### config.mk
export PLATFORM = sky130hd
export DESIGN_NAME = draw_scheduler
export DESIGN_NICKNAME = d
export VERILOG_FILES = /design/src/rtl/draw_sched_pkg.sv /design/src/rtl/draw_cycle_counter.sv /design/src/rtl/draw_scheduler.sv
export SDC_FILE = /design/constraint.sdc
export NUM_CORES = 1
export LEC_CHECK = 0
export CELL_PAD_IN_SITES_DETAIL_PLACEMENT = 1
export CELL_PAD_IN_SITES_GLOBAL_PLACEMENT = 1
export CORE_ASPECT_RATIO = 1.4
export CORE_MARGIN = 5
export CORE_UTILIZATION = 43
export DETAILED_ROUTE_END_ITERATION = 6
export DONT_BUFFER_PORTS = 1
export PLACE_DENSITY = 0.94
export SLEW_MARGIN = 40
export SYNTH_ARGS = -nofsm -noshare
export SYNTH_HDL_FRONTEND = slang
export SYNTH_SLANG_ARGS = --single-unit
### constraint.sdc
create_clock -name clk -period 4.25 [get_ports clk]
set_input_delay 1.275 -clock clk [delete_from_list [all_inputs] [get_ports clk]]
set_output_delay 1.275 -clock clk [all_outputs]
set_load 0.005 [all_outputs]
### src/rtl/draw_sched_pkg.sv
// Shared definitions for the draw scheduler: state encoding, client indices,
// erase colour and default bus widths.
package draw_sched_pkg;

    localparam int COORD_W_DEF  = 10;
    localparam int COLOUR_W_DEF = 3;

    // State encoding
    localparam logic [2:0] ST_IDLE       = 3'd0;
    localparam logic [2:0] ST_ERASE_GO   = 3'd1;
    localparam logic [2:0] ST_ERASE_WAIT = 3'd2;
    localparam logic [2:0] ST_LOGIC      = 3'd3;
    localparam logic [2:0] ST_LOGIC_WAIT = 3'd4;
    localparam logic [2:0] ST_DRAW_GO    = 3'd5;
    localparam logic [2:0] ST_DRAW_WAIT  = 3'd6;

    typedef enum logic [2:0] {
        IDLE       = ST_IDLE,
        ERASE_GO   = ST_ERASE_GO,
        ERASE_WAIT = ST_ERASE_WAIT,
        LOGIC      = ST_LOGIC,
        LOGIC_WAIT = ST_LOGIC_WAIT,
        DRAW_GO    = ST_DRAW_GO,
        DRAW_WAIT  = ST_DRAW_WAIT
    } sched_state_t;

    // Engines are served in this order in both passes
    typedef logic [1:0] client_t;
    localparam client_t CL_BALL  = 2'd0;
    localparam client_t CL_BRICK = 2'd1;
    localparam client_t CL_PLAT  = 2'd2;

    localparam logic [2:0] BLACK = 3'b000;

    // One-hot go vector bit for a client; bit order matches the client index
    function automatic logic [2:0] client_onehot(input client_t c);
        case (c)
            CL_BALL:  return 3'b001;
            CL_BRICK: return 3'b010;
            CL_PLAT:  return 3'b100;
            default:  return 3'b000;
        endcase
    endfunction

endpackage

### src/rtl/draw_cycle_counter.sv
// Clear/enable cycle counter with a terminal-count compare. Used for the
// fixed game-logic wait and for the optional engine-done timeout.
module draw_cycle_counter #(
    parameter int W = 4
) (
    input  logic         clk,
    input  logic         resetn,
    input  logic         clr,
    input  logic         en,
    input  logic [W-1:0] last,
    output logic         hit
);

    logic [W-1:0] count;

    // Count enabled cycles; clear wins over enable
    always_ff @(posedge clk) begin
        if (!resetn || clr)
            count <= '0;
        else if (en)
            count <= count + 1'b1;
    end

    // Terminal count only reported while counting
    assign hit = en && (count == last);

endmodule

### src/rtl/draw_scheduler.sv
// Frame sequencer and pixel-port arbiter for the ball, brick and platform
// draw engines: erase pass (black), game-logic step, draw pass (colour).
// Optional build macro SCHED_TIMEOUT_EN adds an engine-done timeout and the
// timeout_err output.
module draw_scheduler
    import draw_sched_pkg::*;
#(
    parameter int COORD_W      = COORD_W_DEF,
    parameter int COLOUR_W     = COLOUR_W_DEF,
    parameter int LOGIC_CYCLES = 12,
    parameter int TIMEOUT      = 1024
) (
    input  logic                clk,
    input  logic                resetn,
    input  logic                frame_tick,
    input  logic                ball_done,
    input  logic                brick_done,
    input  logic                plat_done,
    input  logic [COORD_W-1:0]  ball_x,
    input  logic [COORD_W-1:0]  brick_x,
    input  logic [COORD_W-1:0]  plat_x,
    input  logic [COORD_W-1:0]  ball_y,
    input  logic [COORD_W-1:0]  brick_y,
    input  logic [COORD_W-1:0]  plat_y,
    input  logic [COLOUR_W-1:0] ball_colour,
    input  logic [COLOUR_W-1:0] brick_colour,
    input  logic [COLOUR_W-1:0] plat_colour,
    input  logic                ball_we,
    input  logic                brick_we,
    input  logic                plat_we,
    output logic                ball_go,
    output logic                brick_go,
    output logic                plat_go,
    output logic                logic_go,
    output logic [COORD_W-1:0]  vga_x,
    output logic [COORD_W-1:0]  vga_y,
    output logic [COLOUR_W-1:0] vga_colour,
    output logic                vga_we,
    output logic                drawing,
    output logic                frame_done,
`ifdef SCHED_TIMEOUT_EN
    output logic                timeout_err,
`endif
    output logic                frame_overrun
);

    if (LOGIC_CYCLES < 1 || TIMEOUT < 2) begin : g_bad_params
        $error("draw_scheduler: LOGIC_CYCLES must be >= 1 and TIMEOUT >= 2");
    end

    localparam int           LW         = $clog2(LOGIC_CYCLES + 1);
    localparam logic [LW-1:0] LOGIC_LAST = LW'(LOGIC_CYCLES - 1);

    sched_state_t state;
    client_t      idx;
    logic         pending;
    logic [2:0]   go_r;

    logic                sel_done;
    logic                sel_we;
    logic [COORD_W-1:0]  sel_x;
    logic [COORD_W-1:0]  sel_y;
    logic [COLOUR_W-1:0] sel_colour;

    logic pass_active;
    logic in_wait;
    logic in_draw;
    logic logic_hit;
    logic to_hit;

    assign pass_active = (state == ERASE_GO) || (state == ERASE_WAIT) ||
                         (state == DRAW_GO)  || (state == DRAW_WAIT);
    assign in_wait     = (state == ERASE_WAIT) || (state == DRAW_WAIT);
    assign in_draw     = (state == DRAW_GO) || (state == DRAW_WAIT);

    assign ball_go  = go_r[CL_BALL];
    assign brick_go = go_r[CL_BRICK];
    assign plat_go  = go_r[CL_PLAT];

    // Game-logic settle time: counts the LOGIC_WAIT cycles
    draw_cycle_counter #(.W(LW)) u_logic_cnt (
        .clk    (clk),
        .resetn (resetn),
        .clr    (state != LOGIC_WAIT),
        .en     (state == LOGIC_WAIT),
        .last   (LOGIC_LAST),
        .hit    (logic_hit)
    );

`ifdef SCHED_TIMEOUT_EN
    // The go cycle counts toward the budget, so the wait expires after
    // TIMEOUT-1 cycles in *_WAIT and timeout_err lands TIMEOUT cycles after go.
    localparam int            TW      = $clog2(TIMEOUT);
    localparam logic [TW-1:0] TO_LAST = TW'(TIMEOUT - 2);

    draw_cycle_counter #(.W(TW)) u_timeout_cnt (
        .clk    (clk),
        .resetn (resetn),
        .clr    (!in_wait),
        .en     (in_wait),
        .last   (TO_LAST),
        .hit    (to_hit)
    );
`else
    assign to_hit = 1'b0;
`endif

    // Select the current client's handshake and pixel signals
    always_comb begin
        sel_done   = 1'b0;
        sel_we     = 1'b0;
        sel_x      = '0;
        sel_y      = '0;
        sel_colour = '0;
        case (idx)
            CL_BALL: begin
                sel_done = ball_done;  sel_we = ball_we;
                sel_x = ball_x;  sel_y = ball_y;  sel_colour = ball_colour;
            end
            CL_BRICK: begin
                sel_done = brick_done; sel_we = brick_we;
                sel_x = brick_x; sel_y = brick_y; sel_colour = brick_colour;
            end
            CL_PLAT: begin
                sel_done = plat_done;  sel_we = plat_we;
                sel_x = plat_x;  sel_y = plat_y;  sel_colour = plat_colour;
            end
            default: ;
        endcase
    end

    // Pixel port: pass-through of the selected engine, black while erasing
    always_comb begin
        vga_x      = '0;
        vga_y      = '0;
        vga_colour = '0;
        vga_we     = 1'b0;
        if (pass_active) begin
            vga_x      = sel_x;
            vga_y      = sel_y;
            vga_we     = sel_we;
            vga_colour = in_draw ? sel_colour : COLOUR_W'(BLACK);
        end
    end

    // Frame sequencer with registered strobes
    always_ff @(posedge clk) begin
        if (!resetn) begin
            state         <= IDLE;
            idx           <= CL_BALL;
            pending       <= 1'b0;
            go_r          <= '0;
            logic_go      <= 1'b0;
            drawing       <= 1'b0;
            frame_done    <= 1'b0;
            frame_overrun <= 1'b0;
`ifdef SCHED_TIMEOUT_EN
            timeout_err   <= 1'b0;
`endif
        end else begin
            go_r          <= '0;
            logic_go      <= 1'b0;
            frame_done    <= 1'b0;
            frame_overrun <= 1'b0;
`ifdef SCHED_TIMEOUT_EN
            timeout_err   <= 1'b0;
`endif
            // A tick while busy is remembered once; further ticks collapse
            if (frame_tick && state != IDLE) begin
                pending       <= 1'b1;
                frame_overrun <= 1'b1;
            end

            case (state)
                IDLE: begin
                    if (frame_tick || pending) begin
                        state   <= ERASE_GO;
                        idx     <= CL_BALL;
                        pending <= 1'b0;
                        go_r    <= client_onehot(CL_BALL);
                    end
                end
                ERASE_GO: state <= ERASE_WAIT;
                ERASE_WAIT: begin
                    if (sel_done || to_hit) begin
`ifdef SCHED_TIMEOUT_EN
                        timeout_err <= !sel_done;
`endif
                        if (idx == CL_PLAT) begin
                            idx      <= CL_BALL;
                            state    <= LOGIC;
                            logic_go <= 1'b1;
                        end else begin
                            idx   <= idx + 2'd1;
                            state <= ERASE_GO;
                            go_r  <= client_onehot(idx + 2'd1);
                        end
                    end
                end
                LOGIC: state <= LOGIC_WAIT;
                LOGIC_WAIT: begin
                    if (logic_hit) begin
                        state   <= DRAW_GO;
                        drawing <= 1'b1;
                        go_r    <= client_onehot(CL_BALL);
                    end
                end
                DRAW_GO: state <= DRAW_WAIT;
                DRAW_WAIT: begin
                    if (sel_done || to_hit) begin
`ifdef SCHED_TIMEOUT_EN
                        timeout_err <= !sel_done;
`endif
                        if (idx == CL_PLAT) begin
                            idx        <= CL_BALL;
                            state      <= IDLE;
                            drawing    <= 1'b0;
                            frame_done <= 1'b1;
                        end else begin
                            idx   <= idx + 2'd1;
                            state <= DRAW_GO;
                            go_r  <= client_onehot(idx + 2'd1);
                        end
                    end
                end
                default: begin
                    state   <= IDLE;
                    idx     <= CL_BALL;
                    drawing <= 1'b0;
                end
            endcase
        end
    end

endmodule

== After elaboration in Yosys (flattened, before gate mapping) ==
Index checks and enable logic that the tools add are counted.

* Bits in registers: 17
* Output and inout bits: 31
* Logic and storage cells: 89
* ROM bits: 0
* Bits in writable memories: 0
* Latch bits: 0
* Memories kept: 0

* Order comparisons: 0
* Multiplexer cells: 37
* Reductions and logical operators: 21
* Shifts and indexed selects: 0
* Equal/unequal tests: 18
* Multipliers: 0
* Add/subtract/negate cells: 2
* Divide/modulo/power cells: 0
* Bitwise gates (word level): 2

{| class="wikitable"
|+ Operator list
! kind !! count
|-
| $pmux W10 S3 || 2
|-
| $mux W3 || 9
|-
| $pmux W3 S3 || 3
|-
| $pmux W3 S7 || 1
|-
| $mux W10 || 2
|-
| $mux W1 || 12
|-
| $eq A3 B3 Y1 const B || 3
|-
| $pmux W1 S3 || 3
|-
| $mux W2 || 4
|-
| $ne A2 B2 Y1 const B || 4
|-
| $reduce_and A4 Y1 || 2
|-
| $eq A3 B2 Y1 const B || 2
|-
| $logic_or A1 B1 Y1 || 6
|-
| $pmux W2 S3 || 1
|-
| $reduce_or A5 Y1 || 1
|-
| $add A4 B1 Y4 const B || 1
|-
| $eq A2 B1 Y1 const B || 2
|-
| $eq A2 B2 Y1 const B || 2
|-
| $eq A4 B4 Y1 const B || 1
|-
| $logic_not A2 Y1 || 2
|-
| $ne A2 B1 Y1 const B || 2
|-
| $reduce_and A2 Y1 || 2
|-
| $reduce_or A4 Y1 || 1
|-
| $eq A3 B1 Y1 const B || 1
|-
| other kinds (9) || 11
|}

== Logic depth before layout (Yosys ltp) ==
Gate-level depths: netlist (run 1).

* Depth after elaboration: 6
* Gate-level depth with buffers: 6
* Gate-level depth less buffers: 5

== Modules after synthesis ==
Synthesis (run 1) repeated with hierarchy kept, for this count alone.

* Cell total of the unflattened synthesis: 197
* Area, all modules: 1,521.5 sq um

{| class="wikitable"
|+ By module, submodules not included
! module !! area an instance (sq um) !! cells each !! times used
|-
| draw_scheduler || 1,303.8 || 175 || 1
|-
| draw_cycle_counter || 217.7 || 22 || 1
|}

== Least setup slack after synthesis (run 1) ==
Ideal clock, no wire load.

* Path kind: input to output
* Start: in brick_colour[0]
* End: out vga_colour[0]
* Data arrival time: 1.599 ns
* Path buffers: 0
* Stages: 4
* Setup slack: 1.376 ns
* Required time: 2.975 ns
* Path through: mux2i_1 > nor2_1 > a21oi_1 > nor2_1

* Word-level cells in the longest chain between the ends: 3

{| class="wikitable"
|+ Ends and longest elaborated chain
! item !! line !! RTL
|-
| start: declaration || draw_scheduler.sv:26 || <nowiki>input logic [COLOUR_W-1:0] brick_colour,</nowiki>
|-
| $pmux W3 S3 || draw_scheduler.sv:115 || <nowiki>case (idx)</nowiki>
|-
| $mux W3 || draw_scheduler.sv:142 || <nowiki>vga_colour = in_draw ? sel_colour : COLOUR_W'(BLACK);</nowiki>
|-
| $mux W3 || draw_scheduler.sv:138 || <nowiki>if (pass_active) begin</nowiki>
|-
| end: declaration || draw_scheduler.sv:37 || <nowiki>output logic [COLOUR_W-1:0] vga_colour,</nowiki>
|}

No other way between the ends.

== Worst setup path in the final report (run 1) ==
* Start: reg state[1]
* End: out vga_colour[0]

* Word-level cells in the longest chain between the ends: 5
* Elaborated cells between the ends (all ways): 10
* Classes of those cells: eq/ne: 4; mux: 2; reduce/logical: 4

{| class="wikitable"
|+ Ends and longest elaborated chain
! item !! line !! RTL
|-
| start: declaration || draw_scheduler.sv:54 || <nowiki>sched_state_t state;</nowiki>
|-
| start signal: assignment || draw_scheduler.sv:149 || <nowiki>state <= IDLE;</nowiki>
|-
| start signal: assignment || draw_scheduler.sv:177 || <nowiki>state <= ERASE_GO;</nowiki>
|-
| start signal: assignment || draw_scheduler.sv:183 || <nowiki>ERASE_GO: state <= ERASE_WAIT;</nowiki>
|-
| $eq A3 B1 Y1 / $eq A3 B2 Y1 (equally long branches) || draw_scheduler.sv:71 || <nowiki>assign pass_active = (state == ERASE_GO) || (state == ERASE_WAIT) ||</nowiki>
|-
| $logic_or A1 B1 Y1 (2 in a row) || draw_scheduler.sv:71 ||
|-
| $logic_or A1 B1 Y1 || draw_scheduler.sv:72 || <nowiki>(state == DRAW_GO) || (state == DRAW_WAIT);</nowiki>
|-
| $mux W3 (*) || draw_scheduler.sv:138 ||
|}

Mark *: on every way between the ends. The rest lies on a longest branch, timed or not.

==> flow_summary.ini, run 1 <==
[logic_synthesis]
ys.flop_type = sky130_fd_sc_hd__dfxtp_1
post_synth_num_cell_types = 38
synth_largest_type_area_fraction_pct = 25.02
mappedNetlistArea_mm2 = 0.001360
post_synth_edffs = 0
mappedNetlistNets = 263
synthesis.area_per_instance_um2 = 7.392
async_reset_ff_share_pct = 0
synth-seq-area-share_pct = 25.02
synth_area_leader_cell = sky130_fd_sc_hd__dfxtp_1
yosysWarnings = 0
synth-seq-cells = 17
cell_with_the_most_instances_after_synthesis = sky130_fd_sc_hd__nor2_1
number_of_cells_produced_by_synthesis = 184
synth_commonest_cells = sky130_fd_sc_hd__nor2_1, sky130_fd_sc_hd__a21oi_1, sky130_fd_sc_hd__mux2i_1, sky130_fd_sc_hd__dfxtp_1, sky130_fd_sc_hd__buf_2
ys_top_cells_by_area = sky130_fd_sc_hd__dfxtp_1, sky130_fd_sc_hd__mux2i_1, sky130_fd_sc_hd__nor2_1, sky130_fd_sc_hd__a21oi_1, sky130_fd_sc_hd__buf_2

[power]
p_per_area_mw_per_mm2 = 288.1
intPower_mw = 0.2762
total_power_of_the_final_layout_mw = 0.4034
power_leakage_nw = 0.5063
clock_power_share_pct = 29.3
ir_drop_uv = 229.2
switchingPower_mw = 0.1272
share_of_total_power_in_sequential_cells_pct = 43.8
netSwitchingFraction_pct = 31.53
power_frac_comb_pct = 26.8

[cts]
cts_tree = yes
cts_repair_resize_count = 0
total_number_of_h_tree_levels = 1
cts-hold-fix-buffers = 0
cts_root_buffer = sky130_fd_sc_hd__clkbuf_8
clk-insertion-delay-late_ns = 0.25
post-cts-setup-buffer-count = 0
number_of_cts_inserted_buffers = 3
clk_transition_reported_paths_ns = 0.06
clkSinkCount = 17
cts_buffer_depth = 2

[routing]
drt_pre_antenna_iters = 4
routedWlPerCell_um = 18.92
antenna_nets_post_route = 0
initialDrtViolationCount = 84
route.detailed.drc = 0
via_count = 1283
routed_wirelength_mm = 4.124
avgViaCountPerCell = 5.885

[floorplanning]
die_w_um = 57.53
ios = 109
placement_rows = 24
design.die.area_mm2 = 0.004404
start_util_pct = 43.97
die_height_um = 76.55
core_area_mm2 = 0.003093

[sta]
totalNegativeSetupSlack_ns = 0
timing.slew.headroom_pct = 49.13
timing.final.ws_setup_ns = 0.9167
tightest_slew_ns = 0.7631
setup_viol = 0
final_hold_violating_endpoints = 0
final_period_minus_worst_setup_slack_ns = 3.333
min_period_over_period_pct = 78.43
skew_ns = 0.003134
unrepaired_setup_endpoints_after_global_routing = no
clock.fmax_mhz = 300.0
maxSlewViolCount = 0

[grt]
globalRoute.totalOverflow = 0
global_routing_usage_on_met3_pct = 3.898
global_route.usage.met1_pct = 17.77
busiest_layer = met2
grt_first_pass_wirelength_mm = 6.382
global_route.usage.total_pct = 17.90
grt_pass1_vias = 1344
met2_usage_pct = 35.29
pin_count_of_the_biggest_net_entering_global_routing = 23
antenna_found_initial = 0

[min_path]
end_of_the_worst_hold_path = u_logic_cnt.count[0]
hold_depth = 1
worst_hold_startpoint = u_logic_cnt.count[0]
worst_hold_path_type = reg -> reg

[setup_path]
reg2reg_depth = 5
worstSetupStartpointType = flop
crit_arrival_ns = 2.06
crit-reg2reg-capture = state[0]
reg2reg_slack_ns = 2.23
timing.critical_path.required_ns = 2.97
worst_path_fanout_max = 22
criticalPathCategory = reg -> out
beginning_of_the_worst_register_to_register_path = idx[1]
setup.worst_path.end_class = output pin

[place]
dp_hpwl_mm = 3.369
numPlacedInstances = 214
place_congestion = 0.8721
post-place-ws_ns = 1.175
io_buffer_count = 0

[cells_and_area]
design.final.nets = 259
antenna_cells = 0
layout-drive-gt1-share_pct = 7.821
syn2layout_area_growth_pct = 2.944
layoutNonFillerInstCount = 218

[run]
maxCapViolations = 0

[outcome]
run_status = complete, no violations
cell families after synthesis:
kind of cell | Yosys count | share of synthesized area [%]
compound gates | 39 | 19.69
xor+xnor | 2 | 1.288
fa+ha+maj | 1 | 0.9198
buf+inv | 16 | 6.714
flops | 17 | 25.02
mux | 25 | 18.77
simple gates | 84 | 27.60
area by class of cell:
class / instances / area, um^2
Sequential cell: 17 / 340.3
Tap cell: 39 / 48.80
Inverter: 4 / 15.01
Clock buffer: 4 / 45.04
Fill cell: 412 / 1693
Timing Repair Buffer: 3 / 22.52
Multi-Input combinational cell: 151 / 928.4
state kept, by name (all words and copies together) (netlist names), 2 cells and up:
register	count
idx	2
go_r	3
state	3
u_logic_cnt.count	4
worst max-delay path, cell delays in order, from the launching register on:
cell and delay [ns]:
sky130_fd_sc_hd__dfxtp_1 0.63, sky130_fd_sc_hd__nand2b_2 0.19, sky130_fd_sc_hd__a22o_1 0.48, sky130_fd_sc_hd__or2_1 0.36
sky130_fd_sc_hd__nor2_1 0.15
metrics by stage:
step / hold slack [ns] / area [um^2] / util, %
final: 0.4498 / 1400 / 45.27
after global routing: 0.4736 / 1400 / 45.27
after CTS: 0.4556 / 1400 / 45.27
after detailed placement: 0.4405 / 1355 / 43.81
after global placement: 0.4352 / 1355 / 43.81
after floorplan: 0.4176 / 1360 / -
layer usage:
metal  vias to the layer above  part of all wire [%]
li1                        624                     -
met1                       591                    34
met2                        63                    56
met3                         5                   8.7
met4                         0                  0.95
met5                         -                     0
layout by cell type, fill, tap and decap left out:
cell / synthesis / final
sky130_fd_sc_hd__nor2_1: 58 / 58
sky130_fd_sc_hd__a21oi_1: 25 / 25
sky130_fd_sc_hd__mux2i_1: 24 / 24
sky130_fd_sc_hd__dfxtp_1: 17 / 17
sky130_fd_sc_hd__nand2_1: 5 / 5
sky130_fd_sc_hd__nand2b_1: 4 / 4
sky130_fd_sc_hd__inv_1: 4 / 4
sky130_fd_sc_hd__nand3_1: 4 / 4
sky130_fd_sc_hd__clkbuf_8: 0 / 3
sky130_fd_sc_hd__buf_4: 2 / 3
sky130_fd_sc_hd__nor4_1: 2 / 2
sky130_fd_sc_hd__o21a_1: 2 / 2
sky130_fd_sc_hd__and3_1: 2 / 2
sky130_fd_sc_hd__nor3_2: 2 / 2
sky130_fd_sc_hd__a31o_1: 2 / 2
sky130_fd_sc_hd__nand2b_2: 1 / 1
sky130_fd_sc_hd__a22o_1: 1 / 1
sky130_fd_sc_hd__nor2b_2: 1 / 1
sky130_fd_sc_hd__or2_1: 1 / 1
sky130_fd_sc_hd__nand4_1: 1 / 1
sky130_fd_sc_hd__or3_1: 1 / 1
sky130_fd_sc_hd__xor2_1: 1 / 1
sky130_fd_sc_hd__a21o_4: 1 / 1
sky130_fd_sc_hd__o21bai_1: 1 / 1
sky130_fd_sc_hd__a31oi_1: 1 / 1
sky130_fd_sc_hd__a311oi_1: 1 / 1
sky130_fd_sc_hd__a2111oi_2: 1 / 1
sky130_fd_sc_hd__xnor2_1: 1 / 1
sky130_fd_sc_hd__nor3_1: 1 / 1
sky130_fd_sc_hd__mux2_4: 1 / 1
sky130_fd_sc_hd__a221oi_4: 1 / 1
sky130_fd_sc_hd__o21ai_0: 1 / 1
sky130_fd_sc_hd__a311o_1: 1 / 1
sky130_fd_sc_hd__nand3b_1: 1 / 1
sky130_fd_sc_hd__a21o_1: 1 / 1
sky130_fd_sc_hd__ha_1: 1 / 1
sky130_fd_sc_hd__clkbuf_1: 1 / 1
power by group through the flow:
stage,clock (mW),sequential [mW],combinational [mW]
6_report,0.118,0.177,0.108
2_1_floorplan,0,0.174,0.0982
5_1_grt,0.132,0.178,0.120
4_1_cts,0.123,0.177,0.110
3_5_place_dp,0,0.180,0.109
3_3_place_gp,0,0.180,0.104
how the worst max path moves through the flow:
| stage | start | endpoint | slack [ns] | cells after the start |
|---|---|---|---|---|
| 2_1_floorplan | brick_colour[0] | vga_colour[0] | 1.38 | 4 |
| 3_3_place_gp | state[1] | vga_colour[0] | 1.25 | 4 |
| 3_5_place_dp | state[1] | vga_colour[0] | 1.18 | 4 |
| 4_1_cts | state[1] | vga_colour[0] | 0.89 | 4 |
| 5_1_grt | state[1] | vga_colour[2] | 0.74 | 4 |
| 6_report | state[1] | vga_colour[0] | 0.92 | 4 |
Note: power is estimated with default switching activity, not from simulation.
==> run 2, diff against run 1 <==
Settings changed: CORE_UTILIZATION 43 to 40, PLACE_DENSITY 0.94 to 0.89.
Clock period 4.25 ns to 3.2 ns, I/O delays scaled along.
==> run 2 against run 1 <==
- global-route usage fell by 1.0 points
- largest cell class unchanged
- critical endpoint is now vga_colour[1]
- first-iteration DRC count fell by 23%
- largest power group unchanged
- highest routed layer unchanged
- clock power rose by 36%
- sequential share of layout area fell by 0.084 points
- power rose by 34%
- core utilization fell by 3.1 points
==> flow_summary.ini, run 2 (synthesis gave the netlist of run 1 again) <==
[floorplanning]
start_util_pct = 40.64
die_w_um = 59.28
core_area_mm2 = 0.003347
placement_rows = 25
die_height_um = 79.00
ios = 109
design.die.area_mm2 = 0.004683

[place]
io_buffer_count = 0
dp_hpwl_mm = 3.355
place_congestion = 0.7853
post-place-ws_ns = 0.6042
placedInstanceArea_mm2 = 0.001365

[sta]
totalNegativeSetupSlack_ns = 0
setup_viol = 0
clock.fmax_mhz = 344.2
final_period_minus_worst_setup_slack_ns = 2.905
skew_ns = 0.004516
unrepaired_setup_endpoints_after_global_routing = no
maxSlewViolCount = 0
fin_hold_ws_ns = 0.4528
timing.slew.headroom_pct = 65.87
min_period_over_period_pct = 90.79
final_hold_violating_endpoints = 0
tightest_slew_ns = 0.5112
timing.final.ws_setup_ns = 0.2949

[setup_path]
reg2reg_depth = 5
reg2reg_slack_ns = 1.40
crit_arrival_ns = 1.95
critical_path_cell_count = 4
critical_path.n_buffers_inverters = 0
criticalPathCategory = reg -> out
worst_path_fanout_max = 15
worstSetupStartpointType = flop
beginning_of_the_worst_register_to_register_path = idx[1]
worst_path_max_delay_cell = sky130_fd_sc_hd__dfxtp_1
crit_end = vga_colour[1]
critical_path.top_delay_family = simple AND/OR/NAND/NOR gates
crit_chain = nand2b_2, a22o_1, or2_1, nor2_1
critical-path-max-stage-delay_ns = 0.64
timing.critical_path.required_ns = 2.24
cp_launch_point = state[1]
setup.worst_path.end_class = output pin
crit-reg2reg-capture = state[0]

[cells_and_area]
syn2layout_area_growth_pct = 3.680
n_fill_cell = 425
regMostFlops = u_logic_cnt.count
antenna_cells = 0
final_cell_area_mm2 = 0.001410
largest_registers = u_logic_cnt.count (4), go_r (3), state (3)
design.final.nets = 260
layout_common_cells = sky130_fd_sc_hd__nor2_1, sky130_fd_sc_hd__a21oi_1, sky130_fd_sc_hd__mux2i_1
flip_flop_count_of_the_largest_register_all_copies_and_words_added = 4
mostFrequentLayoutCell = sky130_fd_sc_hd__nor2_1
layout-drive-gt1-share_pct = 8.889

[routing]
via_count = 1311
avgViaCountPerCell = 5.959
routedWlPerCell_um = 18.86
initialDrtViolationCount = 65
drt_pre_antenna_iters = 4
routed_wirelength_mm = 4.149
antenna_nets_post_route = 0
route.detailed.drc = 0

[grt]
busiest_layer = met2
met2_usage_pct = 33.04
antenna_found_initial = 0
global_route.usage.total_pct = 16.88
global_route.usage.met1_pct = 14.95
global_routing_usage_on_met3_pct = 4.065
grt_pass1_vias = 1316
globalRoute.totalOverflow = 0
grt_first_pass_wirelength_mm = 6.147
pin_count_of_the_biggest_net_entering_global_routing = 30

[cts]
clk_transition_reported_paths_ns = 0.06
clkSinkCount = 17
cts_buffer_depth = 2
total_number_of_h_tree_levels = 1
clk-insertion-delay-late_ns = 0.26
cts_tree = yes
cts_repair_resize_count = 0
number_of_cts_inserted_buffers = 3
post-cts-setup-buffer-count = 0
cts_root_buffer = sky130_fd_sc_hd__clkbuf_8
cts-hold-fix-buffers = 0

[outcome]
run_status = complete, no violations

[power]
ir_drop_uv = 326.9
netSwitchingFraction_pct = 31.56
power_frac_comb_pct = 26.4
intPower_mw = 0.3699
share_of_total_power_in_sequential_cells_pct = 44.1
switchingPower_mw = 0.1706
total_power_of_the_final_layout_mw = 0.5404
p_per_area_mw_per_mm2 = 383.3
power_leakage_nw = 0.5112
clock_power_share_pct = 29.5

[run]
maxCapViolations = 0

[min_path]
worst_hold_path_type = reg -> reg
-- run 2: cell types whose count changed in the layout (fill, tap and decap cells not counted), sizes merged --
cell / previous run / this run
buf: 3 / 4
-- run 2: worst reg2reg max path, cell delays in order (launching register included) --
cell,delay [ns]
sky130_fd_sc_hd__dfxtp_1,0.60
sky130_fd_sc_hd__nor2b_2,0.22
sky130_fd_sc_hd__buf_4,0.31
sky130_fd_sc_hd__a221oi_4,0.14
sky130_fd_sc_hd__a311o_1,0.34
sky130_fd_sc_hd__nor3_2,0.11
-- run 2: final cells by class --
cell class | count | area [um^2] | share of cell area (%)
timing repair buffer | 4 | 30.03 | 2.130
clock buffer | 4 | 45.04 | 3.194
sequential | 17 | 341.6 | 24.22
multi-input combinational | 151 | 928.4 | 65.84
tap | 40 | 50.05 | 3.549
inverter | 4 | 15.01 | 1.065
-- run 2: metal layers --
metal	share of wire, %	up-vias
met5	0	-
met4	2.8	0
met3	11	11
met2	55	69
met1	31	605
li1	-	626
-- run 2: how the worst min path moves through the flow --
stage / start / slack, ns / endpoint / cells past startpoint
after floorplan: u_logic_cnt.count[0] / 0.42 / u_logic_cnt.count[0] / 1
after global placement: u_logic_cnt.count[0] / 0.44 / u_logic_cnt.count[0] / 1
after detailed placement: u_logic_cnt.count[0] / 0.44 / u_logic_cnt.count[0] / 1
after CTS: u_logic_cnt.count[0] / 0.46 / u_logic_cnt.count[0] / 1
after global routing: u_logic_cnt.count[0] / 0.49 / u_logic_cnt.count[0] / 1
final: u_logic_cnt.count[0] / 0.45 / u_logic_cnt.count[0] / 1
-- run 2: stage by stage --
stage | utilization (%) | instances
final | 42.13 | 220
after floorplan | - | 184
after global placement | 40.79 | 216
after global routing | 42.13 | 220
after CTS | 42.13 | 220
after detailed placement | 40.79 | 216
-- run 2: power groups by stage --
stage	logic [mW]	clock network [mW]	registers, mW
after floorplan	0.130	0	0.231
after global placement	0.139	0	0.242
after detailed placement	0.144	0	0.242
after CTS	0.145	0.164	0.238
after global routing	0.160	0.173	0.239
final	0.143	0.160	0.238
==> edit: new RTL, flow settings as in run 2 <==
`COLOUR_W_DEF`: 3 -> 5.
--- a/src/rtl/draw_sched_pkg.sv
+++ b/src/rtl/draw_sched_pkg.sv
@@ -3,7 +3,7 @@
 package draw_sched_pkg;
 
     localparam int COORD_W_DEF  = 10;
-    localparam int COLOUR_W_DEF = 3;
+    localparam int COLOUR_W_DEF = 5;
 
     // State encoding
     localparam logic [2:0] ST_IDLE       = 3'd0;
Interface: changed (resized ball_colour, brick_colour, plat_colour and vga_colour); port bits go from 109 to 117. The function was not compared with the original's and may differ.
==> edit against run 2 <==
- synthesized area rose by 9.1%
- sequential cell count unchanged
- count of clock-buffer cells in the layout is 1 lower
- first-iteration DRC count is 32% lower
- routed wire length increased by 6.1%
- setup slack gained 0.097 ns
- clock skew down 0.0023 ns
- total power down 2.0%
- design area is 7.5% higher
- fmax rose by 3.4%
- critical path type unchanged
- register-to-register slack better by 0.36 ns
- global-route usage is 2.1 points lower
==> edit: results (changes against run 2) <==
[yosys]
synth_cell_types=35  ; -7.9%
syn_nets=281  ; +6.8%
ys_seq_area_share_pct=22.9  ; -2.1 points
synth_compound_area_share_pct=16.9  ; -2.8 points
synthMuxAreaShare_pct=18.2  ; -0.55 points
synth_xor_area_share_pct=1.18  ; -0.11 points
synth_adder_area_share_pct=0.843  ; -0.077 points

[pwr]
ir_drop_v=0.000332  ; +1.5%
p_leak_nw=0.499  ; -2.3%
power_frac_comb_pct=24.7  ; -1.7 points
powerComb_mw=0.131  ; -8%
intPower_mw=0.365  ; -1.3%

[routing]
dr.pass1.iters=3  ; -1
avgRoutedWirePerCell_um=19.2  ; +2.0%
wl_met1_um=1650  ; +26%
wl_met3_um=391  ; -12%
viasPerCell=5.93  ; -0.49%

[critical_path]
slowest_delay_ns=0.61  ; -0.03 ns
endpoint=vga_x[5]
critPathMaxFanout=17  ; +2
regToRegSetupSlack_ns=1.76  ; +0.36 ns
crit_family=flip-flops
critPathLaunch=idx[0]
worstPathArrival_ns=1.85  ; -0.10 ns

[sta]
skew_ns=0.00221  ; -0.00231 ns
tightest_slew_ns=0.669  ; +0.157 ns

[placed_design]
place.gp.congestion=0.790  ; +0.55%
dpl.hpwl_um=3400  ; +1.2%

[outcome]
outcome=completed

[global_routing]
use_met2_pct=27.6  ; -5.4 points
grt_pass1_wl_um=5820  ; -5.3%
grt_max_degree=34  ; +13%
grt_pass1_vias=1293  ; -1.7%
grt_use_total_pct=14.8  ; -2.1 points

[layout]
drive_gt1_share_pct=18.2  ; +9.3 points

[edit: through the flow]
stage / worst slack (ns) / cells / utilization (%) / area [um^2] / hold WS [ns]
6_report: 0.392 / 229 / 42.0 / 1520 / 0.457
3_5_place_dp: 0.670 / 225 / 40.7 / 1470 / 0.448
3_3_place_gp: 0.702 / 225 / 40.7 / 1470 / 0.433
5_1_grt: 0.289 / 229 / 42.0 / 1520 / 0.483
4_1_cts: 0.387 / 229 / 42.0 / 1520 / 0.459
2_1_floorplan: 0.815 / 196 / - / 1480 / 0.418
[edit: final cells by class]
type / instances / area (um^2)
fill: 452 / 2090
multi-input combinational: 158 / 1020
sequential: 17 / 342
tap: 42 / 52.6
clock buffer: 3 / 41.3
timing repair buffer: 3 / 35.0
inverter: 5 / 18.8
clock inverter: 1 / 5.00
